`src/rtl/apb_pkg.sv`:
```
// Shared APB definitions: slave FSM state encoding, default bus widths and
// helpers locating the read-only ID/STATUS words after the register array.
package apb_pkg;

  localparam int APB_DATA_WIDTH = 32;
  localparam int APB_ADDR_WIDTH = 12;
  localparam int WAIT_CNT_W     = 4;

  typedef enum logic [1:0] {
    ST_IDLE  = 2'd0,
    ST_WAIT  = 2'd1,
    ST_READY = 2'd2
  } apb_state_e;

  function automatic logic [31:0] id_offset(input int num_regs);
    return 32'(4 * num_regs);
  endfunction

  function automatic logic [31:0] status_offset(input int num_regs);
    return 32'(4 * num_regs + 4);
  endfunction

endpackage

```
`src/rtl/apb_reg_bank.sv`:
```
// Register array with word-aligned decode, read mux and error detection.
// Writes land only on a commit pulse for an error-free, in-range address.
module apb_reg_bank
  import apb_pkg::*;
#(
  parameter int                    DATA_WIDTH = APB_DATA_WIDTH,
  parameter int                    ADDR_WIDTH = APB_ADDR_WIDTH,
  parameter int                    NUM_REGS   = 16,
  parameter logic [DATA_WIDTH-1:0] ID_VALUE   = DATA_WIDTH'(32'hA9B0_0001)
) (
  input  logic                  clk,
  input  logic                  rstn,
  input  logic [ADDR_WIDTH-1:0] addr,
  input  logic                  is_write,
  input  logic                  commit,
  input  logic [DATA_WIDTH-1:0] wdata,
  input  logic [DATA_WIDTH-1:0] status_in,
  output logic [DATA_WIDTH-1:0] rdata,
  output logic                  err,
  output logic [DATA_WIDTH-1:0] ctrl_out
);

  localparam int          IDX_W  = $clog2(NUM_REGS);
  localparam logic [31:0] ID_OFF = id_offset(NUM_REGS);
  localparam logic [31:0] ST_OFF = status_offset(NUM_REGS);

  logic [DATA_WIDTH-1:0] regs [NUM_REGS];
  logic [31:0]           byte_addr;
  logic [IDX_W-1:0]      idx;
  logic                  in_regs;

  assign byte_addr = 32'(addr);
  assign idx       = addr[IDX_W+1:2];
  assign in_regs   = (byte_addr < ID_OFF);

  // ID and STATUS are read-only, so any write that misses the array is an error.
  assign err = (addr[1:0] != 2'b00) || (byte_addr > ST_OFF) || (is_write && !in_regs);

  always_comb begin
    // NOTE: every output of a combinational block gets a default first so no
    // path leaves it unassigned, which would infer a latch.
    rdata = '0;
    if (in_regs)                 rdata = regs[idx];
    else if (byte_addr == ID_OFF) rdata = ID_VALUE;
    else if (byte_addr == ST_OFF) rdata = status_in;
  end

  // NOTE: the array is cleared by reset because software may read any register
  // before writing it, and ctrl_out must come up at zero.
  always_ff @(posedge clk or negedge rstn) begin
    if (!rstn) begin
      for (int i = 0; i < NUM_REGS; i++) regs[i] <= '0;
    end else if (commit && !err) begin
      regs[idx] <= wdata;
    end
  end

  assign ctrl_out = regs[0];

endmodule

```
`src/rtl/apb_reg_slave.sv`:
```
// APB register slave: IDLE/WAIT/READY handshake FSM with a programmable wait
// counter in front of apb_reg_bank; prdata/pready/pslverr are registered.
module apb_reg_slave
  import apb_pkg::*;
#(
  parameter int                    DATA_WIDTH  = APB_DATA_WIDTH,
  parameter int                    ADDR_WIDTH  = APB_ADDR_WIDTH,
  parameter int                    NUM_REGS    = 16,
  parameter int                    WAIT_STATES = 2,
  parameter logic [DATA_WIDTH-1:0] ID_VALUE    = DATA_WIDTH'(32'hA9B0_0001)
) (
  input  logic                  clk,
  input  logic                  rstn,
  input  logic                  psel,
  input  logic                  penable,
  input  logic                  pwrite,
  input  logic [ADDR_WIDTH-1:0] paddr,
  input  logic [DATA_WIDTH-1:0] pwdata,
  output logic [DATA_WIDTH-1:0] prdata,
  output logic                  pready,
  output logic                  pslverr,
  input  logic [DATA_WIDTH-1:0] status_in,
  output logic [DATA_WIDTH-1:0] ctrl_out
);

  localparam logic [WAIT_CNT_W-1:0] WS = WAIT_CNT_W'(WAIT_STATES);

  apb_state_e              state, state_nxt;
  logic [WAIT_CNT_W-1:0]   wait_cnt, wait_cnt_nxt;
  logic [ADDR_WIDTH-1:0]   cap_addr, acc_addr;
  logic [DATA_WIDTH-1:0]   cap_wdata, bank_rdata;
  logic                    cap_write, acc_write;
  logic                    setup, commit, bank_err;

  assign setup = psel && !penable;

  // In IDLE the bank looks at the live bus so a zero-wait transfer can load
  // prdata on the same edge that captures the setup phase.
  assign acc_addr  = (state == ST_IDLE) ? paddr  : cap_addr;
  assign acc_write = (state == ST_IDLE) ? pwrite : cap_write;
  assign commit    = (state == ST_READY) && psel && cap_write;

  always_comb begin
    state_nxt    = state;
    wait_cnt_nxt = wait_cnt;
    unique case (state)
      ST_IDLE: begin
        if (setup) begin
          state_nxt    = (WAIT_STATES == 0) ? ST_READY : ST_WAIT;
          wait_cnt_nxt = WS;
        end
      end
      ST_WAIT: begin
        if (!psel) begin
          state_nxt    = ST_IDLE;
          wait_cnt_nxt = '0;
        end else begin
          if (wait_cnt == WAIT_CNT_W'(1)) state_nxt = ST_READY;
          wait_cnt_nxt = wait_cnt - WAIT_CNT_W'(1);
        end
      end
      ST_READY: begin
        state_nxt    = ST_IDLE;
        wait_cnt_nxt = '0;
      end
      default: begin
        state_nxt    = ST_IDLE;
        wait_cnt_nxt = '0;
      end
    endcase
  end

  // NOTE: sequential state uses non-blocking assignments so every flop samples
  // the pre-edge values regardless of statement order.
  always_ff @(posedge clk or negedge rstn) begin
    if (!rstn) begin
      state     <= ST_IDLE;
      wait_cnt  <= '0;
      cap_addr  <= '0;
      cap_write <= 1'b0;
      cap_wdata <= '0;
      prdata    <= '0;
      pready    <= 1'b0;
      pslverr   <= 1'b0;
    end else begin
      state    <= state_nxt;
      wait_cnt <= wait_cnt_nxt;
      if (state == ST_IDLE && setup) begin
        cap_addr  <= paddr;
        cap_write <= pwrite;
        cap_wdata <= pwdata;
      end
      // Response is registered on entry to READY and cleared whenever it is left.
      if (state_nxt == ST_READY) begin
        pready  <= 1'b1;
        pslverr <= bank_err;
        prdata  <= (acc_write || bank_err) ? '0 : bank_rdata;
      end else begin
        pready  <= 1'b0;
        pslverr <= 1'b0;
        prdata  <= '0;
      end
    end
  end

  apb_reg_bank #(
    .DATA_WIDTH (DATA_WIDTH),
    .ADDR_WIDTH (ADDR_WIDTH),
    .NUM_REGS   (NUM_REGS),
    .ID_VALUE   (ID_VALUE)
  ) u_bank (
    .clk       (clk),
    .rstn      (rstn),
    .addr      (acc_addr),
    .is_write  (acc_write),
    .commit    (commit),
    .wdata     (cap_wdata),
    .status_in (status_in),
    .rdata     (bank_rdata),
    .err       (bank_err),
    .ctrl_out  (ctrl_out)
  );

endmodule

```
`config.mk`:
```
export PLATFORM = sky130hd
export DESIGN_NAME = apb_reg_slave
export DESIGN_NICKNAME = d
export VERILOG_FILES = /design/src/rtl/apb_pkg.sv /design/src/rtl/apb_reg_bank.sv /design/src/rtl/apb_reg_slave.sv
export SDC_FILE = /design/constraint.sdc
export NUM_CORES = 1
export LEC_CHECK = 0
export CAP_MARGIN = 20
export CORE_MARGIN = 5
export CORE_UTILIZATION = 63
export CTS_BUF_LIST = sky130_fd_sc_hd__clkbuf_16
export CTS_CLUSTER_DIAMETER = 150
export CTS_CLUSTER_SIZE = 28
export DETAILED_ROUTE_END_ITERATION = 6
export HOLD_SLACK_MARGIN = 0.12
export PLACE_DENSITY = 0.88
export SKIP_CTS_REPAIR_TIMING = 1
export SLEW_MARGIN = 20
export SYNTH_ARGS = -nofsm -noshare
export SYNTH_HDL_FRONTEND = slang
export SYNTH_SLANG_ARGS = --single-unit
```
`constraint.sdc`:
```
create_clock -name clk -period 8.3 [get_ports clk]
set_input_delay 0.83 -clock clk [delete_from_list [all_inputs] [get_ports clk]]
set_output_delay 0.83 -clock clk [all_outputs]
set_load 0.01 [all_outputs]
```
## Word level (Yosys, flattened, before mapping)

Index checks and enable logic that the tools add are counted.

- Bitwise logic cells: 1
- Reductions and logical operators: 15
- Mux-type cells: 22
- Add/sub/neg operators: 1
- Equality and inequality tests: 7
- $lt $le $gt $ge: 4

Operators with widths:

| operator | number |
|---|---|
| 512-bit bitwise mux | 1 |
| 32-bit 2-to-1 mux | 8 |
| 32-bit binary-select mux with 4-bit select | 1 |
| 32-bit demux with 4-bit select | 1 |
| 12-bit by 7-bit == test with 1-bit output (second input constant) | 2 |
| 12-bit by 7-bit greater-than comparator with 1-bit output (second input constant) | 1 |
| 12-bit by 7-bit < comparator with 1-bit output (second input constant) | 1 |
| 12-bit 2-to-1 mux | 1 |
| 4-bit 2-to-1 mux | 2 |
| 4-bit case mux with 2 select lines | 1 |
| 1-bit logical AND | 7 |
| 2-bit 2-to-1 mux | 3 |
| 5-bit >= comparator (second input constant) | 1 |
| 5-bit by 1-bit < comparator with 1-bit output (second input constant) | 1 |
| 4-bit inverter with 5-bit output | 1 |
| 2-bit == test (second input constant) | 2 |
| 4-bit by 1-bit == test with 1-bit output (second input constant) | 1 |
| 2-bit case mux with 2 select lines | 1 |
| 4-bit by 1-bit subtractor with 4-bit output (second input constant) | 1 |
| 1-bit zero test | 3 |
| 1-bit logical OR | 3 |
| 1-bit 2-to-1 mux | 3 |
| 2-bit by 1-bit == test with 1-bit output (second input constant) | 1 |
| 2-bit zero test | 1 |
| 2 further kinds | 2 |

- Input bits: 81
- Bits in registers: 597
- Output and inout port bits: 66
- Word-level logic and storage cells: 74

## Depth between registers and ports, before layout

- Depth in word-level cells: 9
- Depth in mapped cells: 11
- Gate-level depth less buffers: 8

## Cells and area by module

From an unflattened synthesis, not the netlist that was laid out.

- Cells, all modules: 1822
- Area total of the unflattened synthesis: 27248.6 um^2

Modules (own cells, without submodules):

| module | area each (um^2) | sequential area each (um^2) | cells each | times used |
|---|---|---|---|---|
| apb_reg_bank | 23901.7 | 12812.3 | 1599 | 1 |
| apb_reg_slave | 3347.0 | 2127.0 | 223 | 1 |

## Worst setup path after synthesis

OpenSTA, ideal clock, no wires.

- Kind: input port to flip-flop
- Start: input paddr[11]
- End: register u_bank.regs (netlist bit u_bank.ctrl_out[10])
- Stages: 7
- Path buffers: 1
- Setup slack: 5.125 ns
- Data arrival time: 3.048 ns
- Data required time: 8.172 ns
- Setup time: 0.128 ns
- Cell sequence: or4_1 nor3_1 o211ai_2 or3b_4 nor2_4 buf_4 mux2_1

- Word-level cells in the longest chain between the ends: 7
- Elaborated cells between the ends (all ways): 9
- Classes of those cells: order compare: 2; mux: 1; reduce/logical: 6

Ends and longest elaborated chain:

| element | RTL line | RTL |
|---|---|---|
| start, declared | apb_reg_slave.sv:17 | `input logic [ADDR_WIDTH-1:0] paddr,` |
| 12-bit 2-to-1 mux * | apb_reg_slave.sv:39 | `assign acc_addr = (state == ST_IDLE) ? paddr : cap_addr;` |
| 12-bit by 7-bit < comparator with 1-bit output | apb_reg_bank.sv:34 | `assign in_regs = (byte_addr < ID_OFF);` |
| 1-bit zero test | apb_reg_bank.sv:37 | `assign err = (addr[1:0] != 2'b00) \|\| (byte_addr > ST_OFF) \|\| (is_write && !in_regs);` |
| 1-bit logical AND | apb_reg_bank.sv:37 |  |
| 1-bit logical OR * | apb_reg_bank.sv:37 |  |
| 1-bit zero test * | apb_reg_bank.sv:53 | `end else if (commit && !err) begin` |
| 1-bit logical AND * | apb_reg_bank.sv:53 |  |
| end signal, assigned by index | apb_reg_bank.sv:54 | `regs[idx] <= wdata;` |
| end, declared | apb_reg_bank.sv:27 | `logic [DATA_WIDTH-1:0] regs [NUM_REGS];` |

Every way passes the cells marked *; elsewhere a longest branch is shown, timed or not.
A chain may end at the register's enable or synchronous reset.

## Worst setup path after layout

- Start: register state[1]
- End: register u_bank.regs (netlist bit u_bank.ctrl_out[3])

- Word-level cells in the longest chain between the ends: 8
- Elaborated cells between the ends (all ways): 22
- Classes of those cells: order compare: 4; eq/ne: 1; mux: 5; bitwise: 1; reduce/logical: 11

Ends and longest elaborated chain:

| element | RTL line | RTL |
|---|---|---|
| start, declared | apb_reg_slave.sv:28 | `apb_state_e state, state_nxt;` |
| start signal, assigned | apb_reg_slave.sv:86 | `state <= state_nxt;` |
| 2-bit zero test | apb_reg_slave.sv:39, apb_reg_slave.sv:40 |  |
| 12-bit 2-to-1 mux | apb_reg_slave.sv:39 |  |
| 4-bit inverter with 5-bit output (not written as such) / 12-bit by 7-bit < comparator with 1-bit output (equally long branches) | apb_reg_bank.sv:54, apb_reg_bank.sv:34 |  |
| 5-bit >= comparator (not written as such), or another cell as far along | apb_reg_bank.sv:54 |  |
| 1-bit logical AND (on tied branches) | apb_reg_bank.sv:54, apb_reg_bank.sv:37 |  |
| 32-bit 2-to-1 mux (not written as such) / 1-bit logical OR (equally long branches) | apb_reg_bank.sv:54, apb_reg_bank.sv:37 |  |
| 32-bit demux with 4-bit select / 1-bit zero test (equally long branches) | apb_reg_bank.sv:54, apb_reg_bank.sv:53 |  |
| 512-bit bitwise mux / 1-bit logical AND (equally long branches) | apb_reg_bank.sv:54, apb_reg_bank.sv:53 |  |

Several ways; a longest one is shown, not always the timed one.

==> reports/metrics.csv <==
stage,metric,value,unit
run_status,status,"finished, final reports clean",
final_layout,antennaDiodeCount,0,
die,rows,76,
die,start_util,0.6349,
final_layout,nets,2054,
worst_setup_path,path_class,reg -> reg,
die,io_pins,147,
logic_synthesis,synthArstFlopShare,1.000,
timing,fmax,0.2183,GHz
clock_tree,clkTransAtPathRegs,110,ps
logic_synthesis,ys_seq_area_frac,0.5487,
timing,rsz0062_at_grt,no,
logic_synthesis,synthesis.area,27230,um^2
detailed_routing,wl_per_cell,25.75,um
detailed_routing,via_per_inst,6.632,
timing,worstMarginPinSlew,1139,ps
final_layout,final_area,29560,um^2
worst_setup_path,arrival,5080,ps
timing,hold_viol,0,
timing,period_minus_slack,4582,ps
placed_design,gp_congestion,0.8111,
logic_synthesis,synth-main-ff-cell,dfrtp_1,
detailed_routing,highest_layer,met4,
grt,grtUsageTotal,0.2790,
clock_tree,cts_buffers,25,
grt,grt_pass1_wl,104300,um
logic_synthesis,ys_ff_latch,597,
power,power.leakage,14.58,nW
job,drv_cap,0,
logic_synthesis,synth_cell_type_count,66,
final_layout,syn2layout_area_growth,8.547,%
worst_setup_path,required,8800,ps
timing,finClkSkew,29.22,ps
worst_setup_path,worst-r2r-setup-slack,3720,ps
die,fp.dieH,217.9,um
detailed_routing,drt-met1-wl,27440,um
placed_design,dp_hpwl,38650,um
timing,finalCritPeriodShare,0.5520,
final_layout,fin_util,0.6892,
detailed_routing,drt_first_pass_iters,7,
logic_synthesis,yosysWarnings,0,
timing,drv_slew,0,
grt,gr-total-overflow,0,
detailed_routing,num_vias,16950,
die,core-area,42890,um^2
clock_tree,clock-sinks,597,
detailed_routing,route.met3.wl,4853,um
logic_synthesis,synth-edff-count,0,
clock_tree,cts_tree,yes,
die,die_w,217.9,um
worst_setup_path,crit_path_start_kind,flop,
detailed_routing,totalWireLength,65820,um
timing,setup_viol,0,
power,powerDensity,174.0,nW/um^2
power,power,5.142,mW
worst_setup_path,worst_setup_path_end_kind,flop,
placed_design,place_area,28790,um^2
logic_synthesis,syn-num-nets,2045,
detailed_routing,drc,0,
min_path,hp-class,in -> async,
clock_tree,cts_buffer_depth,3,
timing,finalWorstSetupSlack,3718,ps
grt,grt_max_degree,204,
placed_design,port_buffers,146,
power,ir_worst_vdd,0.1747,mV
detailed_routing,route.met2.wl,31300,um
grt,antenna_found_initial,0,
placed_design,place_ws,3536,ps
timing,relSlewSlack,0.2377,
grt,first_global_vias,18210,
detailed_routing,drt-initial-drc-count,1680,
logic_synthesis,syn_area_per_cell,13.88,um^2
timing,tns,0,ps
die,die-area,47480,um^2
final_layout,layout-drive-gt1-share,0.1233,
detailed_routing,postRouteAntennaNets,0,
logic_synthesis,synthCells,1962,
clock_tree,htreeDepth,1,
clock_tree,clock-root-buffer,clkbuf_16,
worst_setup_path,cp_max_fo,20,
clock_tree,clock_latency,610,ps
## synthesized netlist by cell type, types with 3 or more instances
library cell / count / area (um^2)
o21ai_0: 16 / 80.08
o31ai_1: 10 / 75.07
and3_1: 36 / 225.2
o21a_1: 4 / 30.03
nor4b_1: 3 / 26.28
mux2_2: 87 / 979.7
nor3_1: 4 / 20.02
a311o_1: 5 / 50.05
clkbuf_1: 86 / 322.8
mux4_2: 53 / 1194
mux2_1: 492 / 5540
mux2i_1: 51 / 510.5
buf_1: 5 / 18.77
nor4_4: 4 / 85.08
dfrtp_1: 597 / 14940
a211oi_1: 35 / 262.8
buf_2: 50 / 250.2
a2111oi_0: 4 / 35.03
nand3_1: 28 / 140.1
a22o_1: 23 / 201.4
nor3b_1: 3 / 22.52
nor2_1: 21 / 78.83
buf_6: 3 / 33.78
a32o_1: 6 / 60.06
o22ai_1: 17 / 106.4
or4_1: 5 / 37.54
o21ai_1: 12 / 60.06
a31oi_1: 26 / 162.7
nand2_1: 111 / 416.7
a21oi_1: 21 / 105.1
buf_4: 54 / 405.4
a22oi_1: 17 / 127.6
nor2_2: 3 / 18.77
a221o_1: 10 / 100.1
nor4_1: 5 / 31.28
inv_1: 5 / 18.77
a32oi_1: 4 / 35.03
nand2b_1: 7 / 43.79
o32ai_1: 5 / 43.79
## registers in the layout, indices dropped and copies added, names as in the netlist
name	cells
cap_write	1
pslverr	1
u_bank.regs	480
cap_addr	12
state	2
wait_cnt	4
u_bank.ctrl_out	32
prdata	32
pready	1
cap_wdata	32
## stage by stage
step	cells	hold WS, ps
after floorplan	1962	449.0
after global placement	2525	459.4
after detailed placement	2525	467.7
after CTS	2552	386.4
after global routing	2556	199.6
final	2556	165.0
## kinds of logic (layout without fill, tap and decap cells)
kind of cell,Yosys count,in the layout,synth area share
mux,683,683,0.3020
flops,597,597,0.5487
simple gates,246,246,0.04765
compound gates,229,229,0.06153
buf+inv,203,212,0.03855
fa+ha+maj,2,2,0.0009189
xor+xnor,2,2,0.0006434
## worst paths after layout
kind	start	endpoint	cells after the start
worst max-delay path	state[1]$_DFF_PN0_	u_bank.ctrl_out[3]$_DFFE_PN0P_	7
worst min-delay path	rstn	u_bank.regs[393]$_DFFE_PN0P_	1
worst max register to register	state[1]$_DFF_PN0_	u_bank.ctrl_out[3]$_DFFE_PN0P_	7
worst min register to register	u_bank.regs[329]$_DFFE_PN0P_	u_bank.regs[329]$_DFFE_PN0P_	1
max in group asynchronous	rstn	u_bank.regs[127]$_DFFE_PN0P_	3
min in group clk	u_bank.regs[329]$_DFFE_PN0P_	u_bank.regs[329]$_DFFE_PN0P_	1
## critical path: stages, from the launching register on
cell     delay (ps)
dfrtp_1         830
nor2_2          350
o31ai_1         930
nand2_1         300
or3b_4          510
nor2_4          730
buf_4           440
mux2_1          380
## where the power goes
group | leakage [nW] | switching [mW] | internal [mW]
sequential | 8.24 | 0.175 | 2.96
combinational | 6.02 | 0.359 | 0.214
clock | 0.322 | 0.884 | 0.552
## per-layer routing
| layer | up-vias | GRT usage |
|---|---|---|
| met4 | 0 | 0.09232 |
| met5 | - | 0 |
| met3 | 158 | 0.04665 |
| met2 | 697 | 0.4462 |
| met1 | 8939 | 0.3968 |
| li1 | 7157 | - |
## placed cells by master (no fill, tap or decap), types with 28 or more instances in the layout
master,netlist,routed
dfrtp_1,597,597
mux2_2,87,87
clkdlybuf4s50_1,0,145
mux4_2,53,53
nand3_1,28,28
mux2_1,492,492
mux2i_1,51,51
and3_1,36,35
a211oi_1,35,35
nand2_1,111,103
## cell type report
type,instances,area [um^2]
clock buffer,25,625.6
clock inverter,2,28.78
fill,2790,13330
inverter,5,18.77
multi-input combinational,1162,11380
sequential,597,14940
tap,585,732.0
timing repair buffer,180,1827
No activity file was read; power rests on OpenSTA's default activity.
